## src/rtl/safe_pkg.sv

```systemverilog
// Shared key codes and FSM state type for the keypad safe controller.
package safe_pkg;

    localparam logic [3:0] KEY_ENTER = 4'd10;
    localparam logic [3:0] KEY_STAR  = 4'd11;
    localparam logic [3:0] KEY_NONE  = 4'd13;

    typedef enum logic [1:0] {
        OPEN_SET,
        OPEN_CONFIRM,
        LOCKED,
        LOCKOUT
    } safe_state_t;

    function automatic logic is_digit(input logic [3:0] k);
        return k <= 4'd9;
    endfunction

endpackage

```

## src/rtl/code_entry_buf.sv

```systemverilog
// Entry buffer: collects up to CODE_LEN digits, digit 0 in the low nibble.
module code_entry_buf #(
    parameter int CODE_LEN = 4
) (
    input  logic                  clk,
    input  logic                  rst,
    input  logic                  clr,
    input  logic                  digit_valid,
    input  logic [3:0]            digit,
    output logic [4*CODE_LEN-1:0] digits,
    output logic                  full
);

    localparam int IW = $clog2(CODE_LEN + 1);

    logic [IW-1:0]         idx_q, idx_d;
    logic [4*CODE_LEN-1:0] digits_q, digits_d;

    assign full   = (idx_q == IW'(CODE_LEN));
    assign digits = digits_q;

    always_comb begin
        idx_d    = idx_q;
        digits_d = digits_q;
        if (clr) begin
            idx_d = '0;
        end else if (digit_valid && !full) begin
            for (int i = 0; i < CODE_LEN; i++) begin
                if (idx_q == IW'(i)) begin
                    digits_d[4*i +: 4] = digit;
                end
            end
            idx_d = idx_q + IW'(1);
        end
    end

    always_ff @(posedge clk) begin
        if (rst) begin
            idx_q    <= '0;
            digits_q <= '0;
        end else begin
            idx_q    <= idx_d;
            digits_q <= digits_d;
        end
    end

endmodule

```

## src/rtl/safe_lock_ctrl.sv

```systemverilog
// Keypad safe controller: code set/confirm, lock/unlock, and timed
// lockout after MAX_FAILS consecutive wrong unlock attempts.
module safe_lock_ctrl
    import safe_pkg::*;
#(
    parameter int CODE_LEN       = 4,
    parameter int MAX_FAILS      = 3,
    parameter int LOCKOUT_CYCLES = 1000
) (
    input  logic                           clk,
    input  logic                           rst,
    input  logic [3:0]                     invalue,
    output logic                           lock,
    output logic                           green,
    output logic                           blue,
    output logic                           red,
    output logic [$clog2(MAX_FAILS+1)-1:0] fails
);

    localparam int IW = $clog2(CODE_LEN + 1);
    localparam int FW = $clog2(MAX_FAILS + 1);
    localparam int CW = $clog2(LOCKOUT_CYCLES);

    safe_state_t           state_q, state_d;
    logic [IW-1:0]         idx_q, idx_d;
    logic [4*CODE_LEN-1:0] code_q, code_d;
    logic [CW-1:0]         cnt_q, cnt_d;
    logic [FW-1:0]         fails_q, fails_d;
    logic                  lock_q, lock_d;
    logic                  green_q, green_d;
    logic                  blue_q, blue_d;
    logic                  red_q, red_d;

    logic                  buf_clr;
    logic                  buf_wr;
    logic [4*CODE_LEN-1:0] buf_digits;
    logic                  buf_full;
    logic                  set_full;
    logic                  match;
    logic                  k_digit;
    logic                  k_enter;
    logic                  k_star;

    code_entry_buf #(
        .CODE_LEN(CODE_LEN)
    ) u_entry (
        .clk        (clk),
        .rst        (rst),
        .clr        (buf_clr),
        .digit_valid(buf_wr),
        .digit      (invalue),
        .digits     (buf_digits),
        .full       (buf_full)
    );

    assign set_full = (idx_q == IW'(CODE_LEN));
    assign match    = (buf_digits == code_q);
    assign k_digit  = is_digit(invalue);
    assign k_enter  = (invalue == KEY_ENTER);
    assign k_star   = (invalue == KEY_STAR);

    always_comb begin
        state_d = state_q;
        idx_d   = idx_q;
        code_d  = code_q;
        cnt_d   = cnt_q;
        fails_d = fails_q;
        lock_d  = lock_q;
        green_d = green_q;
        blue_d  = blue_q;
        red_d   = red_q;
        buf_clr = 1'b0;
        buf_wr  = 1'b0;
        unique case (state_q)
            OPEN_SET: begin
                if (k_digit && !set_full) begin
                    for (int i = 0; i < CODE_LEN; i++) begin
                        if (idx_q == IW'(i)) begin
                            code_d[4*i +: 4] = invalue;
                        end
                    end
                    idx_d = idx_q + IW'(1);
                end else if (k_star) begin
                    idx_d = '0;
                end else if (k_enter && set_full) begin
                    state_d = OPEN_CONFIRM;
                    idx_d   = '0;
                    buf_clr = 1'b1;
                end
            end
            OPEN_CONFIRM: begin
                if (k_digit && !buf_full) begin
                    buf_wr = 1'b1;
                    idx_d  = idx_q + IW'(1);
                end else if (k_star) begin
                    state_d = OPEN_SET;
                    idx_d   = '0;
                    buf_clr = 1'b1;
                end else if (k_enter && buf_full) begin
                    idx_d   = '0;
                    buf_clr = 1'b1;
                    if (match) begin
                        state_d = LOCKED;
                        lock_d  = 1'b1;
                        blue_d  = 1'b1;
                        green_d = 1'b0;
                    end else begin
                        state_d = OPEN_SET;
                    end
                end
            end
            LOCKED: begin
                if (k_digit && !buf_full) begin
                    buf_wr = 1'b1;
                    idx_d  = idx_q + IW'(1);
                end else if (k_star) begin
                    idx_d   = '0;
                    buf_clr = 1'b1;
                end else if (k_enter && buf_full) begin
                    idx_d   = '0;
                    buf_clr = 1'b1;
                    if (match) begin
                        state_d = OPEN_SET;
                        lock_d  = 1'b0;
                        green_d = 1'b1;
                        blue_d  = 1'b0;
                        fails_d = '0;
                    end else begin
                        fails_d = fails_q + FW'(1);
                        if (fails_d == FW'(MAX_FAILS)) begin
                            state_d = LOCKOUT;
                            cnt_d   = CW'(LOCKOUT_CYCLES - 1);
                            red_d   = 1'b1;
                            blue_d  = 1'b0;
                            lock_d  = 1'b1;
                        end
                    end
                end
            end
            LOCKOUT: begin
                // Keys are dropped here, including on the exit edge.
                if (cnt_q == '0) begin
                    state_d = LOCKED;
                    fails_d = '0;
                    red_d   = 1'b0;
                    blue_d  = 1'b1;
                    idx_d   = '0;
                    buf_clr = 1'b1;
                end else begin
                    cnt_d = cnt_q - CW'(1);
                end
            end
        endcase
    end

    always_ff @(posedge clk) begin
        if (rst) begin
            state_q <= OPEN_SET;
            idx_q   <= '0;
            code_q  <= '0;
            cnt_q   <= '0;
            fails_q <= '0;
            lock_q  <= 1'b0;
            green_q <= 1'b1;
            blue_q  <= 1'b0;
            red_q   <= 1'b0;
        end else begin
            state_q <= state_d;
            idx_q   <= idx_d;
            code_q  <= code_d;
            cnt_q   <= cnt_d;
            fails_q <= fails_d;
            lock_q  <= lock_d;
            green_q <= green_d;
            blue_q  <= blue_d;
            red_q   <= red_d;
        end
    end

    assign lock  = lock_q;
    assign green = green_q;
    assign blue  = blue_q;
    assign red   = red_q;
    assign fails = fails_q;

endmodule

```

## config.mk

```make
export PLATFORM = sky130hd
export DESIGN_NAME = safe_lock_ctrl
export DESIGN_NICKNAME = d
export VERILOG_FILES = /design/src/rtl/safe_pkg.sv /design/src/rtl/code_entry_buf.sv /design/src/rtl/safe_lock_ctrl.sv
export SDC_FILE = /design/constraint.sdc
export NUM_CORES = 1
export LEC_CHECK = 0
export BUFFER_PORTS_ARGS = -buffer_cell sky130_fd_sc_hd__buf_2
export CAP_MARGIN = 20
export CORE_ASPECT_RATIO = 1.2
export CORE_MARGIN = 3
export CORE_UTILIZATION = 55
export CTS_CLUSTER_DIAMETER = 100
export DETAILED_ROUTE_END_ITERATION = 8
export HOLD_SLACK_MARGIN = 0.05
export PLACE_DENSITY = 0.76
export SLEW_MARGIN = 0
export SYNTH_ARGS = -nofsm -noshare
export SYNTH_HDL_FRONTEND = slang
export SYNTH_HIERARCHICAL = 1
export SYNTH_SLANG_ARGS = --single-unit
```

## constraint.sdc

```tcl
create_clock -name clk -period 1.9 [get_ports clk]
set_input_delay 0.095 -clock clk [delete_from_list [all_inputs] [get_ports clk]]
set_output_delay 0.095 -clock clk [all_outputs]
set_load 0.01 [all_outputs]
```

==> summary.md, run 1 <==
| Metric | Value |
|---|---|
| Status | `finished with violations` |
| Failing checks | `setup timing` |
| Root buf cell | `clkbuf_8` |
| Routed vias | `~3k` |
| FF+latch area | `between 1000 and 1500 um^2` |
| Switching part of the total power | `0.2862` |
| CP Buf/Inv Count | `2` |
| Final Setup Violations | `28` |
| Num ports | `12` |
| Req. time, crit path | `between 2 and 2.5 ns` |
| Reg-to-reg endpoint | `state_q[1]$_SDFFE_PP0P_` |
| Overall power | `2288 uW` |
| Vias in the first global route | `2970` |
| Reg2Reg Depth | `8` |
| Hold Vio Cnt, Final | `0` |
| Crit path kind | `reg -> reg` |
| Post-synth cell types | `56` |
| Reg clk slew, reported paths | `between 0.1 and 0.15 ns` |
| CTS Buffer Depth | `2` |
| Full die area | `roughly 6700 um^2` |
| H-tree depth | `2` |
| Share of layout cells above drive strength 1 | `0.4108` |
| Power per cell area | `between 500 and 600 nW/um^2` |
| Clock sinks | `between 50 and 60` |
| Asr flop ratio synth | `0` |
| Num CTS Buffers | `5` |
| Syn nets | `roughly 390` |
| Wire per inst | `19.09 um` |
| Slack of the critical path | `-0.1253 ns` |
| Final slew viol count | `0` |
| CTS tree | `built` |
| CP Depth | `8` |
| Crit path capture | `state_q[1]$_SDFFE_PP0P_` |
| Leakage | `roughly 0.0017 uW` |
| CP endpoint kind | `flop` |
| Initial antenna violation count | `0` |
| Worst Setup SP | `code_q[11]$_SDFFE_PP0P_` |
| Worst Tran Pin Value | `between 0.4 and 0.5 ns` |
| Crit path max fanout | `3` |
| Slowest stage delay, CP | `around 0.36 ns` |
| RSZ-0062 raised after global routing | `yes` |
| Core box area | `~5400 um^2` |
| Crit path cell chain | `xor2_2 > nor4_2 > buf_4 > buf_6 > nand4_1 > a211oi_2 > nand2b_1 > a21oi_1` |
| Number of port buffers | `11` |
| Die Height | `88.91 um` |
| Final WL | `9315 um` |
| Sequential area share after synthesis | `0.3558` |
| Syn Std Cell Area | `3151 um^2` |
| Most frequent cells in the layout | `buf_4, dfxtp_1, nor2_1` |
| Largest net degree at the start of global routing | `48` |
| Max-cap violation count | `0` |
| Critical Path Start Type | `flop` |
| Reg-to-reg setup timing slack | `-0.13 ns` |
| Setup_tns | `-2.225 ns` |
| Seq pwr share | `0.528` |
| Slew margin rel. | `0.6761` |
| ANT nets after route | `0` |
| Worst-Skew Late Latency | `roughly 0.32 ns` |
| Synth Warn # | `6` |
| Clock share of power | `0.308` |
| DR pass1 iterations | `5` |
| Vias/cell | `around 6` |
| Multi-input logic area | `roughly 2200 um^2` |
| Worst R2R Start | `code_q[11]$_SDFFE_PP0P_` |
| First-pass GRT wire length | `around 14000 um` |
| Tcrit/Tclk final | `1.066` |
| Gpl congestion | `around 0.91` |
| Internal Power | `around 1600 uW` |
| FP Rows | `29` |
| Initial Utilization | `0.5827` |
| Drt drc | `0` |
| Top delay family on crit path | `simple AND/OR/NAND/NOR gates` |
| Switching Power | `between 600 and 700 uW` |
| Most used DFF post-synth | `dfxtp_1` |
| Avg Cell Area, Syn | `about 8.7 um^2` |
| Area delta synth->final | `31.93%` |
| Maximum VDD drop | `around 0.38 mV` |
| Period minus WS final | `2.025 ns` |
| Post-Synthesis Cells | `~360` |
| Seq cells post-synth | `56` |
| Die span in x | `75.09 um` |
| Critical Path AT | `between 2 and 2.5 ns` |
| Critical path's slowest cell | `a211oi_2` |
| N_diodes | `0` |
| Most common cell after layout, fill and taps aside | `buf_4` |
| Fillers | `350` |
| Drt initial violations | `just under 300` |
| Nets | `around 450` |
| Fmax | `493.8 MHz` |
| Logic pwr share | `0.164` |
| GRT Resource Usage Total | `0.2706` |
| Hold Crit Class | `in -> reg` |
| Post-synth EDFFs | `0` |
| Fin Clk Skew | `0.006919 ns` |
| Post-DP HPWL | `roughly 5700 um` |
| Remaining Overflow, GRT | `0` |
how the worst min path moves through the flow:
stage | start | to | slack [ns] | cells past startpoint
after floorplan | invalue[0] | u_entry/digits[0]$_SDFFE_PP0P_ | 0.24 | 2
after global placement | invalue[3] | u_entry/digits[3]$_SDFFE_PP0P_ | 0.42 | 3
after detailed placement | invalue[3] | u_entry/digits[3]$_SDFFE_PP0P_ | 0.43 | 3
after CTS | invalue[3] | u_entry/digits[3]$_SDFFE_PP0P_ | 0.11 | 3
after global routing | invalue[3] | u_entry/digits[3]$_SDFFE_PP0P_ | 0.12 | 3
final | invalue[3] | u_entry/digits[3]$_SDFFE_PP0P_ | 0.11 | 3
metal layers:
layer,global-route usage,vias up,wire (um)
met4,0.07767,0,354
li1,-,1386,-
met1,0.3078,1436,3688
met3,0.03150,37,361
met5,0,-,0
met2,0.5182,127,4909
cells by family after synthesis:
logic type | after synthesis | share of synthesized area
compound gates | 69 | 0.1549
mux | 23 | 0.07347
flops | 56 | 0.3558
simple gates | 143 | 0.2423
buf+inv | 38 | 0.05877
xor+xnor | 17 | 0.04726
fa+ha+maj | 17 | 0.06751
metrics by stage:
| step | utilization | setup WS (ns) | std cells | area (um^2) | hold slack [ns] |
|---|---|---|---|---|---|
| 2_1_floorplan | - | -0.01820 | 363 | 3219 | 0.2422 |
| 3_3_place_gp | 0.6681 | -0.1242 | 469 | 3612 | 0.4238 |
| 3_5_place_dp | 0.6681 | -0.1896 | 469 | 3612 | 0.4340 |
| 4_1_cts | 0.7306 | -0.1580 | 483 | 3950 | 0.1098 |
| 5_1_grt | 0.7688 | -0.2278 | 488 | 4156 | 0.1179 |
| 6_report | 0.7688 | -0.1253 | 488 | 4156 | 0.1073 |
power groups by stage:
stage | Clock, uW | Sequential [uW] | Combinational [uW]
final | 705 | 1210 | 375
after floorplan | 0 | 1230 | 171
after CTS | 710 | 1210 | 328
after global placement | 0 | 1230 | 266
after detailed placement | 0 | 1230 | 275
after global routing | 750 | 1210 | 403
synthesized netlist by cell type (2+ instances only):
cell | n | area (um^2)
inv_1 | 18 | 67.56
nor2b_1 | 3 | 18.77
mux2i_1 | 22 | 220.2
nor4b_1 | 2 | 17.52
and4_1 | 2 | 17.52
and3_1 | 5 | 31.28
or3_1 | 3 | 18.77
nor3_1 | 10 | 50.05
ha_1 | 17 | 212.7
nand2_1 | 28 | 105.1
o21ai_0 | 8 | 40.04
nand2b_1 | 14 | 87.58
buf_2 | 2 | 10.01
clkbuf_1 | 8 | 30.03
buf_4 | 3 | 22.52
nor2_1 | 37 | 138.9
a31oi_1 | 5 | 31.28
a21oi_1 | 34 | 170.2
nor4_1 | 6 | 37.54
and2_4 | 2 | 17.52
a311oi_2 | 4 | 60.06
nor3b_1 | 3 | 22.52
a211oi_1 | 3 | 22.52
xor2_1 | 16 | 140.1
nand3_1 | 15 | 75.07
nand4_1 | 3 | 18.77
and4bb_2 | 3 | 37.54
dfxtp_1 | 56 | 1121
clkbuf_2 | 4 | 20.02
cell type report:
| type | count | share of cell area |
|---|---|---|
| multi-input cells | 269 | 0.5316 |
| inverters | 18 | 0.01686 |
| repair buffers | 75 | 0.1364 |
| clock buffers | 5 | 0.01656 |
| flip-flops and latches | 56 | 0.2733 |
| clock inverters | 3 | 0.006623 |
| well taps | 62 | 0.01866 |
flip-flops by register name, summed over array words and instances (netlist names), 2 cells and up:
| name | flops |
|---|---|
| u_entry/idx_q | 3 |
| fails | 2 |
| code_q | 16 |
| state_q | 2 |
| idx_q | 3 |
| cnt_q | 10 |
| u_entry/digits | 16 |
repair_timing:
action / in CTS / in global routing
endpoints found under the hold margin: 0 / 0
hold buffers: 0 / 0
gates resized for setup: 47 / 35
setup buffers: 7 / 6
pin swaps: 29 / 29
setup endpoints to repair: 36 / 38
tightest hold or removal path, cell delays in order:
cell and delay [ns]:
buf_2 0.14, mux2i_1 0.09, nor2_1 0.07
(Power assumes the default switching activity.)
==> run 2, diff against run 1 <==
--- a/config.mk
+++ b/config.mk
@@ -5,6 +5,7 @@
 export SDC_FILE = /design/constraint.sdc
 export NUM_CORES = 1
 export LEC_CHECK = 0
+export ABC_AREA = 1
 export BUFFER_PORTS_ARGS = -buffer_cell sky130_fd_sc_hd__buf_2
 export CAP_MARGIN = 20
 export CORE_ASPECT_RATIO = 1.2
==> run 2 against run 1 <==
Effect of this change:
- the flow now finishes without violations
- first-iteration DRC count decreased by 51%
- synthesized area increased by 4.4%
- clock skew increased by 0.0037 ns
- maximum frequency increased by 10%
- die area increased by 4.1%
- sequential power about the same
- routed wire length decreased by 20%
- cell area decreased by 7.6%
- critical path depth increased by 5
- hold slack improved by 0.051 ns
- sequential cell count unchanged
- non-clock buffer count decreased by 34
- largest cell class unchanged
==> summary.md, run 2 <==
| Metric | Value |
|---|---|
| Status | `complete, no violations (was finished with violations)` |
| Hold Crit Class | `in -> reg (unchanged)` |
| Critical Path AT | `2.06 ns (was 2.22 ns)` |
| Vias/cell | `5.078 (was 6.119)` |
| Reg-to-reg setup timing slack | `0.06 ns (was -0.13 ns)` |
| Fmax | `543.8 MHz (was 493.8 MHz)` |
| First-pass GRT wire length | `12680 um (was 13930 um)` |
| Die span in x | `76.60 um (was 75.09 um)` |
| Number of port buffers | `11 (unchanged)` |
| Critical Path Start Type | `flop (unchanged)` |
| H-tree depth | `2 (unchanged)` |
| Post-Synthesis Cells | `512 (was 363)` |
| Largest net degree at the start of global routing | `23 (was 48)` |
| Hold Vio Cnt, Final | `0 (unchanged)` |
| Period minus WS final | `1.839 ns (was 2.025 ns)` |
| Worst Tran Pin Value | `0.6389 ns (was 0.4808 ns)` |
| CTS tree | `built (unchanged)` |
| Slew margin rel. | `0.5736 (was 0.6761)` |
| Worst Setup SP | `idx_q[0]$_SDFFE_PP0P_ (was code_q[11]$_SDFFE_PP0P_)` |
| Final hold slack | `0.1580 ns (was 0.1073 ns)` |
| Sequential area share after synthesis | `0.3408 (was 0.3558)` |
| Reg2Reg Depth | `13 (was 8)` |
| Initial antenna violation count | `0 (unchanged)` |
| Wire per inst | `11.76 um (was 19.09 um)` |
| Top post-synthesis cells by area | `dfxtp_1, nand2_1, inv_1 (was dfxtp_1, mux2i_1, ha_1)` |
| Initial Utilization | `0.5765 (was 0.5827)` |
| Power per cell area | `597.5 nW/um^2 (was 550.5 nW/um^2)` |
| Syn nets | `535 (was 386)` |
| Worst path most repeated cell | `nand2_1` |
| DR pass1 iterations | `5 (unchanged)` |
| Maximum VDD drop | `0.4311 mV (was 0.3777 mV)` |
| Core box area | `5705 um^2 (was 5406 um^2)` |
| Worst R2R Start | `idx_q[0]$_SDFFE_PP0P_ (was code_q[11]$_SDFFE_PP0P_)` |
| Reg-to-reg endpoint | `u_entry/digits[3]$_SDFFE_PP0P_ (was state_q[1]$_SDFFE_PP0P_)` |
| Drt initial violations | `147 (was 298)` |
| Post-synth cell types | `32 (was 56)` |
| Area leader, netlist | `dfxtp_1 (unchanged)` |
| Post-synth EDFFs | `0 (unchanged)` |
| ANT nets after route | `0 (unchanged)` |
| Max-cap violation count | `0 (unchanged)` |
| Setup_tns | `0 ns (was -2.225 ns)` |
| Final WL | `7430 um (was 9315 um)` |
| Gpl congestion | `0.9161 (was 0.9125)` |
| Worst-Skew Late Latency | `0.32 ns (about the same)` |
| Remaining Overflow, GRT | `0 (unchanged)` |
| Cell with the most instances after synthesis | `nand2_1 (was dfxtp_1)` |
| Final slew viol count | `0 (unchanged)` |
| CP endpoint kind | `flop (unchanged)` |
| Crit path capture | `u_entry/digits[3]$_SDFFE_PP0P_ (was state_q[1]$_SDFFE_PP0P_)` |
| Critical path's slowest cell | `dfxtp_4 (was a211oi_2)` |
| Syn Std Cell Area | `3289 um^2 (was 3151 um^2)` |
| Area delta synth->final | `16.70% (was 31.93%)` |
| N_diodes | `0 (unchanged)` |
| Routed vias | `3209 (was 2986)` |
| Avg Cell Area, Syn | `6.425 um^2 (was 8.679 um^2)` |
| Hold-fix buffers, CTS | `0 (unchanged)` |
| Slowest stage delay, CP | `0.37 ns (was 0.36 ns)` |
| Most used DFF post-synth | `dfxtp_1 (unchanged)` |
| Num CTS Buffers | `5 (unchanged)` |
| Asr flop ratio synth | `0 (unchanged)` |
| Synth Warn # | `6 (unchanged)` |
| Vias in the first global route | `2986 (was 2970)` |
| Top cells by count, synth | `nand2_1, inv_1, nor2_1 (was dfxtp_1, nor2_1, a21oi_1)` |
| Root buf cell | `clkbuf_8 (unchanged)` |
| Share of layout cells above drive strength 1 | `0.1884 (was 0.4108)` |
| Seq cells post-synth | `56 (unchanged)` |
| Top-area cell type share of the netlist area | `0.3408 (was 0.3558)` |
| Most frequent cells in the layout | `nand2_1, inv_1, nor2_1 (was buf_4, dfxtp_1, nor2_1)` |
| Post-DP HPWL | `5393 um (was 5674 um)` |
| CTS Buffer Depth | `2 (unchanged)` |
| Nets | `574 (was 448)` |
| Clock sinks | `56 (unchanged)` |
| Final Setup Violations | `0 (was 28)` |
| Crit path kind | `reg -> reg (unchanged)` |
| FP Rows | `30 (was 29)` |
| Post-layout util | `0.6728 (was 0.7688)` |
| Tcrit/Tclk final | `0.9679 (was 1.066)` |
| Leakage | `0.001765 uW (was 0.001695 uW)` |
| Reg clk slew, reported paths | `0.10 ns (was 0.11 ns)` |
| Most common cell after layout, fill and taps aside | `nand2_1 (was buf_4)` |
| Drt drc | `0 (unchanged)` |
| Full die area | `6948 um^2 (was 6676 um^2)` |
| Fin Clk Skew | `0.01062 ns (was 0.006919 ns)` |
| GRT Resource Usage Total | `0.2194 (was 0.2706)` |
| Crit path max fanout | `8 (was 3)` |
| Req. time, crit path | `2.12 ns (was 2.10 ns)` |
| Die Height | `90.72 um (was 88.91 um)` |
| Num ports | `12 (unchanged)` |
| Crit path cell chain | `inv_2 > ha_1 > nand2_1 > inv_1 > nand4_1 > nand2_2 > inv_1 > a31oi_4 > inv_2 > nand4_1 > nand2_1 > nand2_1 > nor2_1 (was xor2_2 > nor4_2 > buf_4 > buf_6 > nand4_1 > a211oi_2 > nand2b_1 > a21oi_1)` |
-- run 2: cells by family (layout without fill, tap and decap cells) --
kind of cell,after synthesis,in the layout,synth area share
fa+ha+maj,17,17,0.06466
compound gates,74,74,0.1225
simple gates,270,270,0.3568
flops,56,56,0.3408
buf+inv,93,133,0.1099
xor+xnor,2,2,0.005326
-- run 2: report_power, final --
part	leakage (uW)	internal, uW	switching, uW
combinational	0.00125	81.6	170
clock	0.0000614	431	393
sequential	0.000455	1200	16.7
total	0.00176	1710	579
-- run 2: metrics by stage --
stage | power [uW] | setup slack, ns | cell area [um^2] | instances
after floorplan | 1403 | 0.06872 | 3289 | 512
after global placement | 1476 | 0.03754 | 3613 | 621
after detailed placement | 1481 | -0.004122 | 3613 | 621
after CTS | 2303 | -0.008837 | 3740 | 629
after global routing | 2395 | -0.08160 | 3839 | 632
final | 2294 | 0.06099 | 3839 | 632
-- run 2: routing by layer --
layer / share of wire / global-route usage / wire [um] / vias to the layer above
li1: - / - / - / 1684
met1: 0.43 / 0.2464 / 3219 / 1461
met2: 0.51 / 0.4047 / 3773 / 43
met3: 0.028 / 0.02994 / 211 / 21
met4: 0.030 / 0.1012 / 226 / 0
met5: 0 / 0 / 0 / -
-- run 2: worst min path at each step --
stage	end	cells past startpoint	slack, ns	from
detailed placement	red$_SDFFE_PP0P_	2	0.43	red$_SDFFE_PP0P_
global route	u_entry/digits[14]$_SDFFE_PP0P_	3	0.17	invalue[2]
global placement	red$_SDFFE_PP0P_	2	0.44	red$_SDFFE_PP0P_
CTS	u_entry/digits[2]$_SDFFE_PP0P_	3	0.14	invalue[2]
floorplan	u_entry/digits[0]$_SDFFE_PP0P_	2	0.23	invalue[0]
finish	u_entry/digits[14]$_SDFFE_PP0P_	3	0.16	invalue[2]
-- run 2: worst max-delay path: cells and delay by family, from the launching register on --
family	cells	cell delay, ns
adder cells (fa/ha/maj)	1	0.16
AND/OR/NAND/NOR	7	0.74
flip-flops	1	0.37
AO/OA/AOI/OAI	1	0.17
buffers and inverters	4	0.30
-- run 2: repair_timing --
item                                    in CTS  in global routing
buffers inserted                             0                  3
pin swaps                                    1                  9
gates resized for setup                      1                 27
endpoints found under the setup margin       8                 42
-- run 2: area by class of cell --
type	instances	area (um^2)
Multi-Input combinational cell	363	1882
Fill cell	546	1867
Sequential cell	56	1127
Inverter	84	315.3
Timing Repair Buffer	41	292.8
Tap cell	80	100.1
Clock buffer	6	82.58
Clock inverter	2	38.79
